File: config.mk
export PLATFORM = sky130hd
export DESIGN_NAME = pcie_reset_sequencer_flat
export DESIGN_NICKNAME = d
export VERILOG_FILES = /design/src/rtl/pcie_reset_sequencer_if.sv /design/src/rtl/pcie_reset_sequencer.sv /design/src/flat_wrapper.sv
export SDC_FILE = /design/constraint.sdc
export NUM_CORES = 1
export LEC_CHECK = 0
export ABC_AREA = 1
export BUFFER_PORTS_ARGS = -buffer_cell sky130_fd_sc_hd__buf_2
export CAP_MARGIN = 10
export CORE_ASPECT_RATIO = 0.6
export CORE_UTILIZATION = 50
export CTS_CLUSTER_SIZE = 10
export DETAILED_ROUTE_END_ITERATION = 8
export GPL_ROUTABILITY_DRIVEN = 0
export PLACE_DENSITY = 0.8
export SYNTH_ARGS = -nofsm -noshare
export SYNTH_HDL_FRONTEND = slang
export SYNTH_SLANG_ARGS = --single-unit
File: constraint.sdc
create_clock -name clk250 -period 1.6 [get_ports clk250]
set_input_delay 0.16 -clock clk250 [delete_from_list [all_inputs] [get_ports clk250]]
set_output_delay 0.16 -clock clk250 [all_outputs]
set_load 0.1 [all_outputs]
File: src/rtl/pcie_reset_sequencer_if.sv
// pcie_reset_sequencer_if
// Purpose : groups the link status, restart request, per-stage ready
//           acknowledges and sequenced reset outputs of the PCIe reset
//           sequencer into one bundle.
// Signals : trn_lnk_up_n  endpoint link status, active-low
//           soft_rst_req  single-cycle restart pulse
//           stage_rdy     per-stage ready acknowledge (level)
//           sub_reset     per-stage reset, active-high
//           seq_done      all stages released and ready
//           seq_err       stage timeout fault
//           retry_cnt     timeout retry count (RST_SEQ_RETRY_EN builds only)
// Modports: master drives the inputs of the sequencer, slave is the sequencer.
interface pcie_reset_sequencer_if #(
    parameter int unsigned NUM_STAGES = 4
);
    logic                  trn_lnk_up_n;
    logic                  soft_rst_req;
    logic [NUM_STAGES-1:0] stage_rdy;
    logic [NUM_STAGES-1:0] sub_reset;
    logic                  seq_done;
    logic                  seq_err;
`ifdef RST_SEQ_RETRY_EN
    logic [1:0]            retry_cnt;

    modport master (output trn_lnk_up_n, soft_rst_req, stage_rdy,
                    input  sub_reset, seq_done, seq_err, retry_cnt);
    modport slave  (input  trn_lnk_up_n, soft_rst_req, stage_rdy,
                    output sub_reset, seq_done, seq_err, retry_cnt);
`else
    modport master (output trn_lnk_up_n, soft_rst_req, stage_rdy,
                    input  sub_reset, seq_done, seq_err);
    modport slave  (input  trn_lnk_up_n, soft_rst_req, stage_rdy,
                    output sub_reset, seq_done, seq_err);
`endif
endinterface

File: src/rtl/pcie_reset_sequencer.sv
// pcie_reset_sequencer
// Purpose : after endpoint link-up, releases the resets of NUM_STAGES
//           PCIe-side subsystems one at a time (stage 0 first), waiting a
//           settle interval and the stage's ready acknowledge between
//           releases. Link loss or soft_rst_req restarts the sequence.
// Ports   : clk250    250 MHz user clock
//           reset250  asynchronous active-high reset
//           bus       pcie_reset_sequencer_if.slave (see interface file)
// Option  : define RST_SEQ_RETRY_EN to retry a timed-out sequence up to
//           three times (retry_cnt output) before declaring a fault.
module pcie_reset_sequencer #(
    parameter int unsigned NUM_STAGES     = 4,
    parameter int unsigned SETTLE_CYCLES  = 16,
    parameter int unsigned TIMEOUT_CYCLES = 4096,
    parameter int unsigned CNT_W          = 13
) (
    input  logic clk250,
    input  logic reset250,
    pcie_reset_sequencer_if.slave bus
);
    localparam int unsigned IDX_W = (NUM_STAGES > 1) ? $clog2(NUM_STAGES) : 1;

    typedef enum logic [2:0] {
        S_IDLE, S_SETTLE, S_RELEASE, S_WAIT_RDY, S_DONE, S_FAULT
    } state_t;

    state_t                r_state;
    logic [IDX_W-1:0]      r_idx;
    logic [CNT_W-1:0]      r_cnt;
    logic [NUM_STAGES-1:0] r_sub_reset;
    logic                  r_seq_done;
    logic                  r_seq_err;

    logic w_abort;
    logic w_rdy;
    logic w_last;
    logic w_settle_end;
    logic w_timeout;

    // Link loss or restart request outranks every transition outside IDLE.
    assign w_abort      = (r_state != S_IDLE) && (bus.trn_lnk_up_n || bus.soft_rst_req);
    assign w_rdy        = bus.stage_rdy[r_idx];
    assign w_last       = (r_idx == IDX_W'(NUM_STAGES - 1));
    assign w_settle_end = (r_cnt == CNT_W'(SETTLE_CYCLES - 1));
    assign w_timeout    = (r_cnt == CNT_W'(TIMEOUT_CYCLES - 1));

    assign bus.sub_reset = r_sub_reset;
    assign bus.seq_done  = r_seq_done;
    assign bus.seq_err   = r_seq_err;

`ifdef RST_SEQ_RETRY_EN
    logic [1:0] r_retry_cnt;
    assign bus.retry_cnt = r_retry_cnt;
`endif

    // Sequencer state machine with registered outputs.
    always_ff @(posedge clk250 or posedge reset250) begin
        if (reset250) begin
            r_state     <= S_IDLE;
            r_idx       <= '0;
            r_cnt       <= '0;
            r_sub_reset <= '1;
            r_seq_done  <= 1'b0;
            r_seq_err   <= 1'b0;
`ifdef RST_SEQ_RETRY_EN
            r_retry_cnt <= 2'd0;
`endif
        end else if (w_abort) begin
            r_state     <= S_IDLE;
            r_idx       <= '0;
            r_cnt       <= '0;
            r_sub_reset <= '1;
            r_seq_done  <= 1'b0;
            r_seq_err   <= 1'b0;
`ifdef RST_SEQ_RETRY_EN
            r_retry_cnt <= 2'd0;
`endif
        end else begin
            case (r_state)
                S_IDLE: begin
                    r_sub_reset <= '1;
                    r_idx       <= '0;
                    if (!bus.trn_lnk_up_n) begin
                        r_state <= S_SETTLE;
                        r_cnt   <= '0;
                    end
                end
                S_SETTLE: begin
                    if (w_settle_end) begin
                        r_state <= S_RELEASE;
                    end else begin
                        r_cnt <= r_cnt + CNT_W'(1);
                    end
                end
                S_RELEASE: begin
                    r_sub_reset[r_idx] <= 1'b0;
                    r_cnt              <= '0;
                    r_state            <= S_WAIT_RDY;
                end
                S_WAIT_RDY: begin
                    if (w_rdy && w_last) begin
                        r_seq_done <= 1'b1;
                        r_state    <= S_DONE;
`ifdef RST_SEQ_RETRY_EN
                        r_retry_cnt <= 2'd0;
`endif
                    end else if (w_rdy) begin
                        // Settle count restarts even if ready arrived late.
                        r_idx   <= r_idx + IDX_W'(1);
                        r_cnt   <= '0;
                        r_state <= S_SETTLE;
                    end else if (w_timeout) begin
`ifdef RST_SEQ_RETRY_EN
                        if (r_retry_cnt != 2'd3) begin
                            r_retry_cnt <= r_retry_cnt + 2'd1;
                            r_sub_reset <= '1;
                            r_idx       <= '0;
                            r_cnt       <= '0;
                            r_state     <= S_IDLE;
                        end else begin
                            r_sub_reset <= '1;
                            r_seq_err   <= 1'b1;
                            r_state     <= S_FAULT;
                        end
`else
                        r_sub_reset <= '1;
                        r_seq_err   <= 1'b1;
                        r_state     <= S_FAULT;
`endif
                    end else begin
                        r_cnt <= r_cnt + CNT_W'(1);
                    end
                end
                S_DONE: begin
                    r_state <= S_DONE;
                end
                S_FAULT: begin
                    r_sub_reset <= '1;
                    r_seq_err   <= 1'b1;
                end
                default: begin
                    r_state     <= S_IDLE;
                    r_sub_reset <= '1;
                end
            endcase
        end
    end
endmodule

File: src/flat_wrapper.sv
// flat-port wrapper written by rule: the top's interface ports become plain ports
module pcie_reset_sequencer_flat 
#(
    parameter int unsigned NUM_STAGES     = 4,
    parameter int unsigned SETTLE_CYCLES  = 16,
    parameter int unsigned TIMEOUT_CYCLES = 4096,
    parameter int unsigned CNT_W          = 13
)
  (clk250, reset250, bus_trn_lnk_up_n, bus_soft_rst_req, bus_stage_rdy, bus_sub_reset, bus_seq_done, bus_seq_err);
  pcie_reset_sequencer_if #(.NUM_STAGES(NUM_STAGES)) bus_i ();
  input  logic clk250;
  input  logic reset250;
  input wire logic [$bits(bus_i.trn_lnk_up_n)-1:0] bus_trn_lnk_up_n;
  input wire logic [$bits(bus_i.soft_rst_req)-1:0] bus_soft_rst_req;
  input wire logic [$bits(bus_i.stage_rdy)-1:0] bus_stage_rdy;
  output wire logic [$bits(bus_i.sub_reset)-1:0] bus_sub_reset;
  output wire logic [$bits(bus_i.seq_done)-1:0] bus_seq_done;
  output wire logic [$bits(bus_i.seq_err)-1:0] bus_seq_err;
  assign bus_i.trn_lnk_up_n = bus_trn_lnk_up_n;
  assign bus_i.soft_rst_req = bus_soft_rst_req;
  assign bus_i.stage_rdy = bus_stage_rdy;
  assign bus_sub_reset = bus_i.sub_reset;
  assign bus_seq_done = bus_i.seq_done;
  assign bus_seq_err = bus_i.seq_err;
  pcie_reset_sequencer #(.NUM_STAGES(NUM_STAGES), .SETTLE_CYCLES(SETTLE_CYCLES), .TIMEOUT_CYCLES(TIMEOUT_CYCLES), .CNT_W(CNT_W)) u_core (.clk250(clk250), .reset250(reset250), .bus(bus_i));
endmodule
==> out/qor.csv <==
metric,value,unit
status,finished clean,
Final HPWL DP,3177,µm
Reg2Reg Depth,9,
Worst-path clk slew,90,ps
via count,1840,
Routed Antenna Nets,0,
largest net degree at the start of global routing,15,
Non-Filler Instances,335,
Syn Area/Cell,6.683,µm²
Hold WC Path Type,in -> reg,
Final Max Slew Viols,0,
Hold Fails Final Rpt,0,
Synth Instances,252,
Global Route Usage Sum,26.02,%
core area,3040,µm²
Port Buffers,13,
WL/cell,14.71,µm
Final Skew,3.388,ps
WL final,4927,µm
vias in the first global route,1505,
Initial Util,55.39,%
clock root buffer,clkbuf_8,
"most common cell after layout, fill and taps aside",nand2_1,
crit-path max FO,5,
Mapped Nets,265,
Die Y,46.96,µm
unrepaired setup endpoints after global routing,yes,
share of layout cells above drive strength 1,33.79,%
Post-Place Worst Slack,-12.04,ps
Peak VDD IR,0.7882,mV
PnR worst setup slack,30.38,ps
initial antenna violation count,0,
yosys warns,0,
overflow left after global routing,0,
Max-Cap Viols,0,
Final #Nets,307,
final hold slack,375.2,ps
DIE WIDTH,76.93,µm
total power,2.333,mW
Synth area leader,dfrtp_1,
Yosys top cell area share,29.72,%
CP Capture Type,flip-flop,
Ports,14,
crit path DAT,1740,ps
TritonCTS buffer count,3,
Final Util,72.51,%
Slew @ Worst Pin,492.0,ps
Fmax,0.6371,GHz
count of cell types in the netlist,26,
"Design Area, Final",2205,µm²
Die Footprint,3612,µm²
Leak,1.115,nW
DRC viols,0,
Inserted Diodes,0,
kind of critical path,reg -> reg,
endpoints failing setup,0,
Pre-antenna DRT Iters,5,
"flops & latches, synth",24,
DP Cell Count,321,
CTS tree,built,
CTS Sinks,24,
sequential fraction of the synthesis area,35.96,%
row cnt,15,
Final Cycle Share,98.10,%
Worst setup SP type,flip-flop,
dpl cell area,1903,µm²
Critical Path Start,u_core.r_cnt[0],
most frequent cells in the layout,"nand2_1, nor2_1, buf_4, inv_1, nand3_1",
htree depth,1,
Mapped Area,1684,µm²
PwrDens,1058,nW/µm²
worst r2r dst,u_core.r_cnt[1],
flop-to-flop setup slack,30,ps
area grow syn2layout,30.91,%
detailed-route vias per instance,5.493,
setup TNS,0,ps
Critical Path Sink,u_core.r_cnt[1],
Synth area leaders,"dfrtp_1, nand2_1, nand3_1",
Critical Path RT,1770,ps
first-pass GRT wire length,7017,µm
Max-slew headroom,67.43,%
fillers,234,
First DRT Iteration DRCs,240,
Period minus WS final,1570,ps
worst r2r src,u_core.r_cnt[0],
worst-skew pair later-pin latency,270,ps
Bufs on Longest Clock Path,2,
[where the power goes]
group / total (mW) / internal (mW) / switching [mW]
Combinational: 1.14 / 0.310 / 0.830
Clock: 0.424 / 0.220 / 0.204
Sequential: 0.770 / 0.695 / 0.0747
[flip-flops by register name (all words and copies together) (netlist names)]
signal / cells
u_core.r_cnt: 13
u_core.bus.seq_err: 1
u_core.r_state: 3
u_core.bus.sub_reset: 4
u_core.bus.seq_done: 1
u_core.r_idx: 2
[final cells by class]
type / instances / area (µm²) / share of cell area, %
clock buffer: 4 / 55.05 / 2.497
inverter: 28 / 110.1 / 4.994
multi-input combinational: 199 / 1112 / 50.45
sequential: 24 / 611.8 / 27.75
tap: 42 / 52.55 / 2.384
timing repair buffer: 38 / 262.8 / 11.92
[worst min path at each step]
stage,from,end,slack [ps],cells after the start
after floorplan,reset250,u_core.bus.seq_done,170,1
final,bus_soft_rst_req,u_core.r_state[2],380,6
after global routing,bus_soft_rst_req,u_core.r_state[2],410,6
after CTS,bus_soft_rst_req,u_core.r_idx[0],360,6
after detailed placement,reset250,u_core.r_cnt[12],180,2
after global placement,reset250,u_core.r_cnt[6],170,2
[cell usage after synthesis]
master	count
xnor2_1	1
o21ai_1	2
buf_4	1
or2_2	1
inv_2	4
nor2_1	36
dfrtp_1	20
dfstp_2	4
nand3_2	2
nand3b_1	2
nor2_2	4
o21ai_0	11
nand4_1	4
a21oi_1	5
o21a_1	3
buf_6	1
nand2_2	1
nor2_4	1
xor2_1	4
ha_1	5
nand3_1	28
nor4_1	1
nand2_1	84
nand2_4	2
a21o_1	1
inv_1	24
[kinds of logic after synthesis]
logic type | Yosys count | synth area share (%)
adder cells (fa/ha/maj) | 5 | 3.715
AO/OA/AOI/OAI | 22 | 7.132
flip-flops | 24 | 35.96
buffers and inverters | 30 | 7.355
AND/OR/NAND/NOR | 166 | 43.24
XOR/XNOR | 5 | 2.600
[routing by layer]
layer / track usage, % / part of all wire, % / up-vias
li1: - / - / 883
met1: 37.27 / 45 / 843
met2: 41.25 / 44 / 100
met3: 5.243 / 9.5 / 14
met4: 6.538 / 2.1 / 0
met5: 0 / 0 / -
[critical path, stage by stage (launching register included)]
cell and delay, ps:
dfrtp_1 370, ha_2 200, nand3_1 120, nor2_1 150, nand2_2 90, a21oi_2 170
nor2_2 80, buf_4 160, nand3_1 70, nand2_1 50
[what timing repair did]
action                                 in CTS  in global routing
pin swaps                                   3                 11
setup endpoints to repair                  16                 23
hold buffers                                1                  0
cloned                                      0                  2
buffers inserted                            1                  6
endpoints found under the hold margin       6                  0
resized for setup                           7                 46
Note: power is estimated with default switching activity, not from simulation.
